File: config.mk
export PLATFORM = sky130hd
export DESIGN_NAME = time_field_adjust
export DESIGN_NICKNAME = d
export VERILOG_FILES = /design/src/rtl/clock_pkg.sv /design/src/rtl/mod_counter.sv /design/src/rtl/time_field_adjust.sv
export SDC_FILE = /design/constraint.sdc
export NUM_CORES = 1
export LEC_CHECK = 0
export CAP_MARGIN = 20
export CORE_MARGIN = 1.5
export CORE_UTILIZATION = 53
export CTS_BUF_LIST = sky130_fd_sc_hd__clkbuf_8 sky130_fd_sc_hd__clkbuf_16
export DETAILED_ROUTE_END_ITERATION = 6
export GPL_ROUTABILITY_DRIVEN = 0
export PLACE_DENSITY = 0.8
export SLEW_MARGIN = 10
export SYNTH_ARGS = -nofsm -noshare
export SYNTH_HDL_FRONTEND = slang
export SYNTH_SLANG_ARGS = --single-unit
File: constraint.sdc
create_clock -name clk -period 3.35 [get_ports clk]
set_input_delay 0.335 -clock clk [delete_from_list [all_inputs] [get_ports clk]]
set_output_delay 0.335 -clock clk [all_outputs]
set_load 0.01 [all_outputs]
File: src/rtl/clock_pkg.sv
// Shared definitions for the clock time-keeping datapath.
// Holds the field ranges and widths for seconds, minutes and hours, the
// RUN/SET mode encoding and the priority decoder that picks which field
// the setup controller is adjusting.
package clock_pkg;

  localparam int SEC_W    = 6;
  localparam int MIN_W    = 6;
  localparam int HOUR_W   = 5;

  localparam int SEC_MAX  = 59;
  localparam int MIN_MAX  = 59;
  localparam int HOUR_MAX = 23;

  typedef enum logic {
    MODE_RUN = 1'b0,
    MODE_SET = 1'b1
  } mode_e;

  typedef enum logic [1:0] {
    SEL_NONE = 2'd0,
    SEL_SEC  = 2'd1,
    SEL_MIN  = 2'd2,
    SEL_HOUR = 2'd3
  } field_sel_e;

  // When several blink flags are raised at once, seconds win over minutes,
  // which win over hours.
  function automatic field_sel_e select_field(input logic f_sec,
                                              input logic f_min,
                                              input logic f_hour);
    if (f_sec)       return SEL_SEC;
    else if (f_min)  return SEL_MIN;
    else if (f_hour) return SEL_HOUR;
    else             return SEL_NONE;
  endfunction

endpackage

File: src/rtl/mod_counter.sv
// Wrapping modulo counter, 0..MAX.
// Ports:
//   clk, rst_n   clock and asynchronous active-low reset (count -> 0)
//   en_up        count up one step (MAX wraps to 0)
//   en_down      count down one step (0 wraps to MAX)
//   cnt          registered count value
//   carry_out    high in the cycle an up-step wraps MAX -> 0
// Both enables together cancel and leave the count unchanged.
module mod_counter #(
  parameter int DATA_W = 6,
  parameter int MAX    = 59
) (
  input  logic              clk,
  input  logic              rst_n,
  input  logic              en_up,
  input  logic              en_down,
  output logic [DATA_W-1:0] cnt,
  output logic              carry_out
);

  localparam logic [DATA_W-1:0] MAX_V = DATA_W'(MAX);

  logic [DATA_W-1:0] cnt_d;
  logic [DATA_W-1:0] cnt_q;
  logic              up_only;
  logic              down_only;

  assign up_only   = en_up & ~en_down;
  assign down_only = en_down & ~en_up;

  always_comb begin
    cnt_d = cnt_q;
    if (up_only) begin
      cnt_d = (cnt_q == MAX_V) ? '0 : cnt_q + 1'b1;
    end else if (down_only) begin
      cnt_d = (cnt_q == '0) ? MAX_V : cnt_q - 1'b1;
    end
  end

  // Count register
  always_ff @(posedge clk or negedge rst_n) begin
    if (!rst_n) cnt_q <= '0;
    else        cnt_q <= cnt_d;
  end

  assign cnt       = cnt_q;
  assign carry_out = up_only & (cnt_q == MAX_V);

endmodule

File: src/rtl/time_field_adjust.sv
// Running time-of-day counter with field-by-field manual adjustment.
// Ports:
//   clk, rst_n                   clock, asynchronous active-low reset
//   tick_1hz                     advances the time while running
//   blink_tick                   toggles the blink phase while setting
//   blink_sec_day/min_month/hour_year  field-select flags (any set = SET)
//   inc, dec                     adjust the selected field by +/-1
//   sec, min, hour               registered time fields (binary)
//   day_carry                    one-cycle pulse on 23:59:59 -> 00:00:00
//   blank_sec/min/hour           display blank request for the blinking field
module time_field_adjust
  import clock_pkg::*;
(
  input  logic       clk,
  input  logic       rst_n,
  input  logic       tick_1hz,
  input  logic       blink_tick,
  input  logic       blink_sec_day,
  input  logic       blink_min_month,
  input  logic       blink_hour_year,
  input  logic       inc,
  input  logic       dec,
  output logic [5:0] sec,
  output logic [5:0] min,
  output logic [4:0] hour,
  output logic       day_carry,
  output logic       blank_sec,
  output logic       blank_min,
  output logic       blank_hour
);

  mode_e      mode;
  field_sel_e sel;
  logic       run;
  logic       adj_ok;

  logic sec_up, sec_dn, min_up, min_dn, hour_up, hour_dn;
  logic sec_carry, min_carry, hour_carry;

  logic phase_d, phase_q;
  logic day_carry_d, day_carry_q;
  logic blank_sec_d, blank_sec_q;
  logic blank_min_d, blank_min_q;
  logic blank_hour_d, blank_hour_q;

  // Mode and field select are pure decodes of the controller's flags.
  always_comb begin
    mode = (blink_sec_day | blink_min_month | blink_hour_year) ? MODE_SET : MODE_RUN;
    sel  = select_field(blink_sec_day, blink_min_month, blink_hour_year);
  end

  assign run    = (mode == MODE_RUN);
  // inc and dec together cancel; only a lone pulse counts as an adjustment.
  assign adj_ok = ~run & (inc ^ dec);

  // While running, carries ripple sec -> min -> hour. While setting, each
  // counter sees only its own inc/dec and carries are ignored, so adjusting
  // one field never disturbs another.
  always_comb begin
    sec_up  = (run & tick_1hz)   | (~run & (sel == SEL_SEC)  & inc);
    sec_dn  =                       ~run & (sel == SEL_SEC)  & dec;
    min_up  = (run & sec_carry)  | (~run & (sel == SEL_MIN)  & inc);
    min_dn  =                       ~run & (sel == SEL_MIN)  & dec;
    hour_up = (run & min_carry)  | (~run & (sel == SEL_HOUR) & inc);
    hour_dn =                       ~run & (sel == SEL_HOUR) & dec;
  end

  mod_counter #(.DATA_W(SEC_W), .MAX(SEC_MAX)) u_sec (
    .clk       (clk),
    .rst_n     (rst_n),
    .en_up     (sec_up),
    .en_down   (sec_dn),
    .cnt       (sec),
    .carry_out (sec_carry)
  );

  mod_counter #(.DATA_W(MIN_W), .MAX(MIN_MAX)) u_min (
    .clk       (clk),
    .rst_n     (rst_n),
    .en_up     (min_up),
    .en_down   (min_dn),
    .cnt       (min),
    .carry_out (min_carry)
  );

  mod_counter #(.DATA_W(HOUR_W), .MAX(HOUR_MAX)) u_hour (
    .clk       (clk),
    .rst_n     (rst_n),
    .en_up     (hour_up),
    .en_down   (hour_dn),
    .cnt       (hour),
    .carry_out (hour_carry)
  );

  // An accepted adjustment forces the phase to 0 so the new value is shown
  // at once; this also wins over a coincident blink_tick. Blanking is driven
  // from the next phase so it appears one cycle after the causing pulse.
  always_comb begin
    phase_d = phase_q;
    if (run)             phase_d = 1'b0;
    else if (adj_ok)     phase_d = 1'b0;
    else if (blink_tick) phase_d = ~phase_q;

    day_carry_d  = run & hour_carry;
    blank_sec_d  = (sel == SEL_SEC)  & phase_d;
    blank_min_d  = (sel == SEL_MIN)  & phase_d;
    blank_hour_d = (sel == SEL_HOUR) & phase_d;
  end

  // Control / status registers
  always_ff @(posedge clk or negedge rst_n) begin
    if (!rst_n) begin
      phase_q      <= 1'b0;
      day_carry_q  <= 1'b0;
      blank_sec_q  <= 1'b0;
      blank_min_q  <= 1'b0;
      blank_hour_q <= 1'b0;
    end else begin
      phase_q      <= phase_d;
      day_carry_q  <= day_carry_d;
      blank_sec_q  <= blank_sec_d;
      blank_min_q  <= blank_min_d;
      blank_hour_q <= blank_hour_d;
    end
  end

  assign day_carry  = day_carry_q;
  assign blank_sec  = blank_sec_q;
  assign blank_min  = blank_min_q;
  assign blank_hour = blank_hour_q;

endmodule

Word-level counts from Yosys, hierarchy flattened --
Cells that the tools add are included.
Cells by class: equal/unequal tests 6, muxes and demuxes 19, reduce and logical (&&, ||, !) cells 6, bitwise operators 40, $add $sub $neg 6
Operator list (count):
- 6-bit two-way mux | 8
- 1-bit bitwise AND | 26
- 5-bit two-way mux | 4
- 6-bit by 1-bit adder with 6-bit output, second input constant | 2
- 6-bit == test, second input constant | 2
- 6-bit logical NOT | 2
- 6-bit by 1-bit subtractor with 6-bit output, second input constant | 2
- 1-bit NOT | 8
- 2-bit two-way mux | 3
- 2-bit nonzero test | 3
- 5-bit by 1-bit adder with 5-bit output, second input constant | 1
- 5-bit == test, second input constant | 1
- 5-bit logical NOT | 1
- 1-bit OR | 5
- 5-bit by 1-bit subtractor with 5-bit output, second input constant | 1
- 2-bit == test, second input constant | 2
- 1-bit two-way mux | 4
- 2-bit by 1-bit == test with 1-bit output, second input constant | 1
- 1-bit XOR | 1
Word-level totals: bits in registers 22, logic and storage cells 85

Logic depth before layout (Yosys ltp) --
Gate-level depths: netlist of the first run.
depth after elaboration 19, mapped depth 19, depth with buffers taken out 15

Hierarchy --
A second synthesis of the first run with hierarchy kept.
Second synthesis, totals: cells, all modules 204, area total of the unflattened synthesis 1756.7 sq um
By module, submodules not included:
- mod_counter at u_min | cells each 70, times used 1, area each 570.5 sq um
- mod_counter at u_sec | cells each 69, times used 1, area each 538.0 sq um
- mod_counter at u_hour | cells each 40, times used 1, area each 386.6 sq um
- time_field_adjust | cells each 25, times used 1, area each 261.5 sq um

Worst setup path after synthesis of the first run --
No wires, ideal clock.
kind input to register, start point input blink_sec_day, end point register u_hour.cnt_q[0] (netlist: u_hour.cnt[0]), stages 19, setup time 0.121 ns, arrival time 3.286 ns, path slack -0.057 ns, path through clkbuf_1 -> nor2_1 -> a32o_1 -> ha_1 -> buf_6 -> nand2_1 -> nor4_1 -> a21oi_1 -> nor2_1 -> ha_1 -> clkbuf_1 -> nand4_1 -> a21boi_0 -> ha_1 -> clkbuf_1 -> nand3_1 -> nand3b_1 -> nor2b_1 -> a22o_1
On the way: cells in the longest elaborated chain, start to end 17, elaborated cells on any way between the ends 35
Ends and longest elaborated chain:
- start: declaration | line time_field_adjust.sv:18 | input logic blink_sec_day,
- 1-bit OR (2 in series) | line time_field_adjust.sv:48 | mode = (blink_sec_day | blink_min_month | blink_hour_year) ? MODE_SET : MODE_RUN;
- 1-bit two-way mux | line time_field_adjust.sv:48
- 1-bit bitwise AND / 1-bit NOT (equally long branches) | line time_field_adjust.sv:60, time_field_adjust.sv:61, time_field_adjust.sv:52
- 1-bit bitwise AND, on equally long branches | line time_field_adjust.sv:60, time_field_adjust.sv:61
- 1-bit OR / 1-bit NOT (equally long branches) | line time_field_adjust.sv:60, mod_counter.sv:28
- 1-bit bitwise AND | line mod_counter.sv:28 | assign up_only = en_up & ~en_down;
- 1-bit bitwise AND | line mod_counter.sv:47 | assign carry_out = up_only & (cnt_q == MAX_V);
- 1-bit bitwise AND | line time_field_adjust.sv:62 | min_up = (run & sec_carry) | (~run & (sel == SEL_MIN) & inc);
- 1-bit OR | line time_field_adjust.sv:62
- 1-bit bitwise AND | line mod_counter.sv:28
- 1-bit bitwise AND | line mod_counter.sv:47
- 1-bit bitwise AND | line time_field_adjust.sv:64 | hour_up = (run & min_carry) | (~run & (sel == SEL_HOUR) & inc);
- 1-bit OR | line time_field_adjust.sv:64
- 1-bit NOT | line mod_counter.sv:29 | assign down_only = en_down & ~en_up;
- 1-bit bitwise AND | line mod_counter.sv:29
- 2-bit nonzero test (no line)
- end signal: assignment | line mod_counter.sv:43 | else cnt_q <= cnt_d;
- end: declaration | line mod_counter.sv:24 | logic [DATA_W-1:0] cnt_q;
Parallel ways exist; a longest one is shown, timed or not. A chain may end at the register's enable or synchronous reset.

Worst setup path in the final report of the first run --
start point input blink_hour_year, end point register u_hour.cnt_q[4] (netlist: u_hour.cnt[4])
On the way: cells in the longest elaborated chain, start to end 18, elaborated cells on any way between the ends 36
Ends and longest elaborated chain:
- start: declaration | line time_field_adjust.sv:20 | input logic blink_hour_year,
- 2-bit two-way mux | line clock_pkg.sv:34 | else if (f_hour) return SEL_HOUR;
- 2-bit two-way mux | line clock_pkg.sv:33 | else if (f_min) return SEL_MIN;
- 2-bit two-way mux | line clock_pkg.sv:32 | if (f_sec) return SEL_SEC;
- 2-bit by 1-bit == test with 1-bit output | line time_field_adjust.sv:60, time_field_adjust.sv:61
- 1-bit bitwise AND | line time_field_adjust.sv:60, time_field_adjust.sv:61
- 1-bit bitwise AND, on equally long branches | line time_field_adjust.sv:60, time_field_adjust.sv:61
- 1-bit OR / 1-bit NOT (equally long branches) | line time_field_adjust.sv:60, mod_counter.sv:28
- 1-bit bitwise AND | line mod_counter.sv:28
- (+2 left out)
- 1-bit OR | line time_field_adjust.sv:62
- 1-bit bitwise AND | line mod_counter.sv:28
- 1-bit bitwise AND | line mod_counter.sv:47
- 1-bit bitwise AND | line time_field_adjust.sv:64
- 1-bit OR | line time_field_adjust.sv:64
- 1-bit NOT | line mod_counter.sv:29
- 1-bit bitwise AND | line mod_counter.sv:29
- 2-bit nonzero test (no line)
Parallel ways exist; a longest one is shown, timed or not.

==> results.sh, run 1 <==
export IMPL_status="complete, no violations"
export IMPL_synth_ff_type="dfrtp_1"
export IMPL_met2_length_microns=1790
export IMPL_finalCritPeriodShare_pct=89.4
export IMPL_p_leak_nw=0.866
export IMPL_port_buffers=29
export IMPL_syn_nets=221
export IMPL_avgSynthCellArea_sq_um=8.43
export IMPL_slew_viol_final=0
export IMPL_routed_wirelength_microns=3890
export IMPL_cts_sinks=22
export IMPL_cp_max_fo=9
export IMPL_rsz0062_at_grt="false"
export IMPL_antenna_cells=0
export IMPL_critPathArrivalTime_ns=3.17
export IMPL_ys_seq_area_share_pct=32.5
export IMPL_yosysTopAreaCell="dfrtp_1"
export IMPL_postRouteAntennaNets=0
export IMPL_swShare_pct=43.0
export IMPL_required_ns=3.52
export IMPL_yosysWarnings=0
export IMPL_synthDistinctLibCells=53
export IMPL_tritoncts="built"
export IMPL_ctsLongestPathBuffers=2
export IMPL_synth_top_cells_by_area="dfrtp_1 32%, ha_1 8.1%, o21ai_0 4.4%"
export IMPL_wl_met1_microns=1870
export IMPL_drive_gt1_share_pct=7.05
export IMPL_cts_resized=0
export IMPL_clockRootBuffer="clkbuf_8"
export IMPL_reg2reg_to="u_hour.cnt[4]"
export IMPL_met3_length_microns=202
export IMPL_grt_antenna_before_repair=0
export IMPL_r2r_slack_ns=0.51
export IMPL_ir_drop_mv=0.403
export IMPL_die_area_sq_um=3550
export IMPL_wl_per_cell_microns=14.4
export IMPL_boundaryPins=30
export IMPL_clk_pin_slew_worst_paths_ns=0.08
export IMPL_synth_edff_count=0
export IMPL_drt_pass1_iterations=4
export IMPL_max_cap_violations=0
export IMPL_viasPerCell=5.89
export IMPL_most_common_layout_cells="29 x clkdlybuf4s50_1, 22 x dfrtp_1, 16 x nor2_1"
export IMPL_area_growth_pct=23.5
export IMPL_nets=248
export IMPL_p_total_mw=1.52
export IMPL_ys_ff_latch=22
export IMPL_hold_class="in2async"
export IMPL_skew_ns=0.00366
export IMPL_syn_inst=201
export IMPL_route_detailed_drc=0
export IMPL_die_h_microns=59.6
export IMPL_htreeDepth=1
export IMPL_top_layer_used="met4"
export IMPL_coreArea_sq_um=3050
export IMPL_vias=1597
export IMPL_grt_max_degree=23
export IMPL_critical_path_class="in2reg"
export IMPL_multi_input_area_sq_um=1030
export IMPL_setup_viol=0
export IMPL_dpl_hpwl_microns=2830
export IMPL_grt_first_pass_wirelength_microns=6600
export IMPL_initial_utilization_pct=55.5
export IMPL_grt_overflow_total=0
export IMPL_hold_viol_final=0
export IMPL_fin_setup_tns_ns=0
export IMPL_drt_iter0_drc=110
export IMPL_n_fill_cell=267
export IMPL_postCtsHoldBufs=0
export IMPL_internal_power_mw=0.869
export IMPL_max_slew_margin_pct=70.8
export IMPL_pwr_share_clk_pct=12.4
export IMPL_endpoint_kind="flip-flop"
export IMPL_clk_latency_ns=0.26
export IMPL_dp_slack_ns=0.0792
export IMPL_switchingPower_mw=0.655
export IMPL_fin_crit_ns=2.99
export IMPL_comb_power_share_pct=49.4
export IMPL_yosysTopAreaCellShare_pct=32.5
export IMPL_max_freq_mhz=334
export IMPL_seqPwrFrac_pct=38.2
export IMPL_die_w_microns=59.6
export IMPL_crit_path_start_kind="primary input"
export IMPL_powerDensity_nw_per_um2=728
export IMPL_grt_total_usage_pct=23.9
export IMPL_tightestPinTransition_ns=0.437
export IMPL_ys_async_sr_fraction_pct=100
export IMPL_fp_row_count=20
export IMPL_cts_buffers=3
export IMPL_rr_startpoint="u_sec.cnt[1]"
export IMPL_seq_area_sq_um=551
export IMPL_cts_setup_buffers=0
export IMPL_grt_pass1_vias=1512
export IMPL_reg2reg_depth=12
export IMPL_syn_area_sq_um=1700
export IMPL_postLayoutSetupSlackWorst_ns=0.357
export IMPL_final_common_cell="clkdlybuf4s50_1"
-- cells in the mapped netlist, drive strengths merged, types with 3 or more instances --
cell / instances
dfrtp: 22
o211ai: 3
clkbuf: 11
o21ai: 15
nor4: 5
xor2: 4
nor3b: 4
a21oi: 12
and4b: 3
buf: 4
a31oi: 6
nor2: 16
inv: 12
nand3: 10
ha: 11
nor3: 4
nand2: 12
nor2b: 6
-- cell families after synthesis --
logic type | count (synthesis) | share of synthesized area [%]
buffers and inverters | 27 | 6.94
and+or+nand+nor | 71 | 23.2
muxes | 3 | 1.85
DFF | 22 | 32.5
xor gates and xnor gates | 6 | 3.10
adders and majority gates | 11 | 8.12
AOI/OAI and AO/OA | 61 | 24.4
-- power by group through the flow --
stage / sequential [mW] / clock (mW) / combinational, mW
floorplan: 0.518 / 0 / 0.501
global placement: 0.570 / 0 / 0.724
detailed placement: 0.581 / 0 / 0.749
CTS: 0.577 / 0.193 / 0.752
global route: 0.608 / 0.205 / 0.843
finish: 0.582 / 0.190 / 0.753
-- per-layer routing --
layer / GRT usage [%] / up-vias
met3: 3.71 / 2
met5: 0 / -
met2: 37.2 / 51
li1: - / 791
met4: 6.03 / 0
met1: 34.7 / 753
-- through the flow --
stage	instance area, sq um	hold slack [ns]	std cells	util, %
2_1_floorplan	1700	0.0394	201	-
3_3_place_gp	2020	0.590	266	66.3
3_5_place_dp	2020	0.601	266	66.3
4_1_cts	2080	0.614	270	68.1
5_1_grt	2090	0.401	271	68.6
6_report	2090	0.378	271	68.6
-- how the worst max path moves through the flow --
stage                               start             to  slack (ns)
final                     blink_hour_year  u_hour.cnt[4]        0.36
after global routing      blink_hour_year  u_hour.cnt[4]        0.04
after CTS                 blink_hour_year  u_hour.cnt[4]        0.35
after detailed placement  blink_hour_year  u_hour.cnt[4]        0.08
after global placement    blink_hour_year  u_hour.cnt[0]        0.25
after floorplan             blink_sec_day  u_hour.cnt[0]        0.04
-- sequential cells by signal (all words and copies together), names as in the netlist --
| name | cells |
|---|---|
| blank_sec | 1 |
| blank_min | 1 |
| u_min.cnt | 6 |
| blank_hour | 1 |
| day_carry | 1 |
| u_hour.cnt | 5 |
| u_sec.cnt | 6 |
| phase_q | 1 |
-- critical path, cell delays in order --
cell and delay, ns:
clkdlybuf4s50_1 0.48, inv_1 0.16, a32o_1 0.18, ha_1 0.17, nand2_1 0.08, nor4_1 0.24
a21oi_1 0.07, nor2_1 0.10, ha_1 0.18, nand4_1 0.09, a21boi_0 0.19, ha_1 0.35
nor4_1 0.29, a21oi_1 0.07, o221ai_1 0.18
-- area by class of cell --
cell class | count | share of cell area, %
clock buffers | 4 | 2.63
inverters | 12 | 2.27
multi-input cells | 152 | 49.1
flip-flops and latches | 22 | 26.3
well taps | 44 | 2.63
repair buffers | 37 | 17.1
Power figures use the tool's default switching activity.
==> inputs of run 2 (changes only) <==
--- a/config.mk
+++ b/config.mk
@@ -7,11 +7,11 @@
 export LEC_CHECK = 0
 export CAP_MARGIN = 20
 export CORE_MARGIN = 1.5
-export CORE_UTILIZATION = 53
+export CORE_UTILIZATION = 36
 export CTS_BUF_LIST = sky130_fd_sc_hd__clkbuf_8 sky130_fd_sc_hd__clkbuf_16
 export DETAILED_ROUTE_END_ITERATION = 6
 export GPL_ROUTABILITY_DRIVEN = 0
-export PLACE_DENSITY = 0.8
+export PLACE_DENSITY = 0.58
 export SLEW_MARGIN = 10
 export SYNTH_ARGS = -nofsm -noshare
 export SYNTH_HDL_FRONTEND = slang
==> results.sh, run 2 (synthesis results as in run 1) <==
export IMPL_status="finished, violations left"
export IMPL_violations="DRC"
export IMPL_cts_resized=0
export IMPL_ir_drop_mv=0.346
export IMPL_swShare_pct=43.1
export IMPL_seqPwrFrac_pct=39.2
export IMPL_required_ns=3.49
export IMPL_postRouteAntennaNets=0
export IMPL_vias=1529
export IMPL_internal_power_mw=0.845
export IMPL_skew_ns=0.00200
export IMPL_route_detailed_drc=2
export IMPL_antenna_cells=0
export IMPL_dp_slack_ns=0.110
export IMPL_most_common_layout_cells="29 x clkdlybuf4s50_1, 22 x dfrtp_1, 16 x nor2_1"
export IMPL_drive_gt1_share_pct=6.64
export IMPL_max_stage_delay_ns=0.48
export IMPL_clk_pin_slew_worst_paths_ns=0.07
export IMPL_clockRootBuffer="clkbuf_8"
export IMPL_boundaryPins=30
export IMPL_powerDensity_nw_per_um2=710
export IMPL_routed_wirelength_microns=3770
export IMPL_cts_buffers=3
export IMPL_setup_viol=0
export IMPL_reg2reg_depth=13
export IMPL_die_h_microns=71.6
export IMPL_cp_slowest_cell="clkdlybuf4s50_1"
export IMPL_p_total_mw=1.48
export IMPL_hold_viol_final=0
export IMPL_hold_class="in2async"
export IMPL_ctsLongestPathBuffers=2
export IMPL_rr_startpoint="u_sec.cnt[0]"
export IMPL_grt_overflow_total=0
export IMPL_crit_path_start_kind="primary input"
export IMPL_comb_power_share_pct=50.2
export IMPL_final_common_cell="clkdlybuf4s50_1"
export IMPL_tritoncts="built"
export IMPL_post_route_util_pct=47.0
export IMPL_grt_total_usage_pct=15.4
export IMPL_reg2reg_to="u_hour.cnt[0]"
export IMPL_path_cells="clkdlybuf4s50_1 > inv_1 > a32o_1 > ha_1 > nand2_1 > nor4_1 > a21oi_1 > nor2_1 > ha_1 > nand4_1 > a21boi_0 > ha_1 > nand3_1 > nand3b_1 > nor2b_1 > a22o_1"
export IMPL_grt_max_degree=23
export IMPL_finalCritPeriodShare_pct=88.9
export IMPL_r2r_slack_ns=0.51
export IMPL_grt_first_pass_wirelength_microns=6380
export IMPL_pwr_share_clk_pct=10.6
export IMPL_die_area_sq_um=5130
export IMPL_crit_top_cell="ha_1"
export IMPL_initial_utilization_pct=38.1
export IMPL_postCtsHoldBufs=0
export IMPL_slew_viol_final=0
export IMPL_cts_sinks=22
export IMPL_postLayoutSetupSlackWorst_ns=0.372
export IMPL_critical_path_class="in2reg"
export IMPL_fp_row_count=24
export IMPL_die_w_microns=71.6
export IMPL_drt_pass1_iterations=7
export IMPL_max_slew_margin_pct=65.2
export IMPL_dpl_hpwl_microns=2760
export IMPL_p_leak_nw=0.859
export IMPL_max_cap_violations=0
export IMPL_viasPerCell=5.50
export IMPL_nets=248
export IMPL_clk_latency_ns=0.25
export IMPL_critPathArrivalTime_ns=3.12
export IMPL_fin_setup_tns_ns=0
export IMPL_cts_setup_buffers=0
export IMPL_switchingPower_mw=0.640
export IMPL_grt_pass1_vias=1364
export IMPL_n_fill_cell=446
export IMPL_wl_per_cell_microns=13.6
export IMPL_max_freq_mhz=336
export IMPL_coreArea_sq_um=4440
export IMPL_fin_crit_ns=2.98
export IMPL_area_growth_pct=23.2
export IMPL_rsz0062_at_grt="false"
export IMPL_worst_hold_slack_ns=0.420
export IMPL_grt_antenna_before_repair=0
export IMPL_port_buffers=29
export IMPL_endpoint_kind="flip-flop"
export IMPL_htreeDepth=1
export IMPL_cp_max_fo=5
export IMPL_tightestPinTransition_ns=0.520
export IMPL_drt_iter0_drc=122
==> run 2: layer usage <==
layer | global-route usage (%) | part of all wire, %
met4 | 3.14 | 0.66
met3 | 3.80 | 5.0
met1 | 22.3 | 52
met5 | 0 | 0
met2 | 23.3 | 42
==> run 2: critical path, delay by kind of cell <==
family	cells	cell delay, ns
AOI/OAI and AO/OA	4	0.67
adders and majority gates	3	0.55
buffers and inverters	2	0.63
and+or+nand+nor	7	0.92
==> run 2: power by group through the flow <==
stage	sequential, mW	clock (mW)	combinational [mW]
2_1_floorplan	0.518	0	0.501
3_3_place_gp	0.591	0	0.743
3_5_place_dp	0.584	0	0.742
4_1_cts	0.580	0.167	0.748
5_1_grt	0.611	0.178	0.824
6_report	0.582	0.158	0.745
==> run 2: how the worst max path moves through the flow <==
stage               slack [ns]             to       startpoint  depth (start not counted)
global placement          0.20  u_hour.cnt[0]  blink_hour_year                         16
detailed placement        0.11  u_hour.cnt[0]  blink_hour_year                         16
global route              0.10  u_hour.cnt[0]  blink_hour_year                         16
finish                    0.37  u_hour.cnt[0]  blink_hour_year                         16
CTS                       0.34  u_hour.cnt[0]  blink_hour_year                         16
floorplan                 0.04  u_hour.cnt[0]    blink_sec_day                         19
==> run 2: stage by stage <==
step,instances,cell area [sq um]
after floorplan,201,1700
after global placement,274,2030
after detailed placement,274,2030
after CTS,277,2070
after global routing,278,2090
final,278,2090
==> run 2: cell type report <==
class	instances	area, sq um	share of cell area [%]
clock buffers	3	41.3	1.98
inverters	12	47.5	2.28
multi-input cells	152	1030	49.2
flip-flops and latches	22	551	26.3
well taps	52	65.1	3.11
repair buffers	37	358	17.1
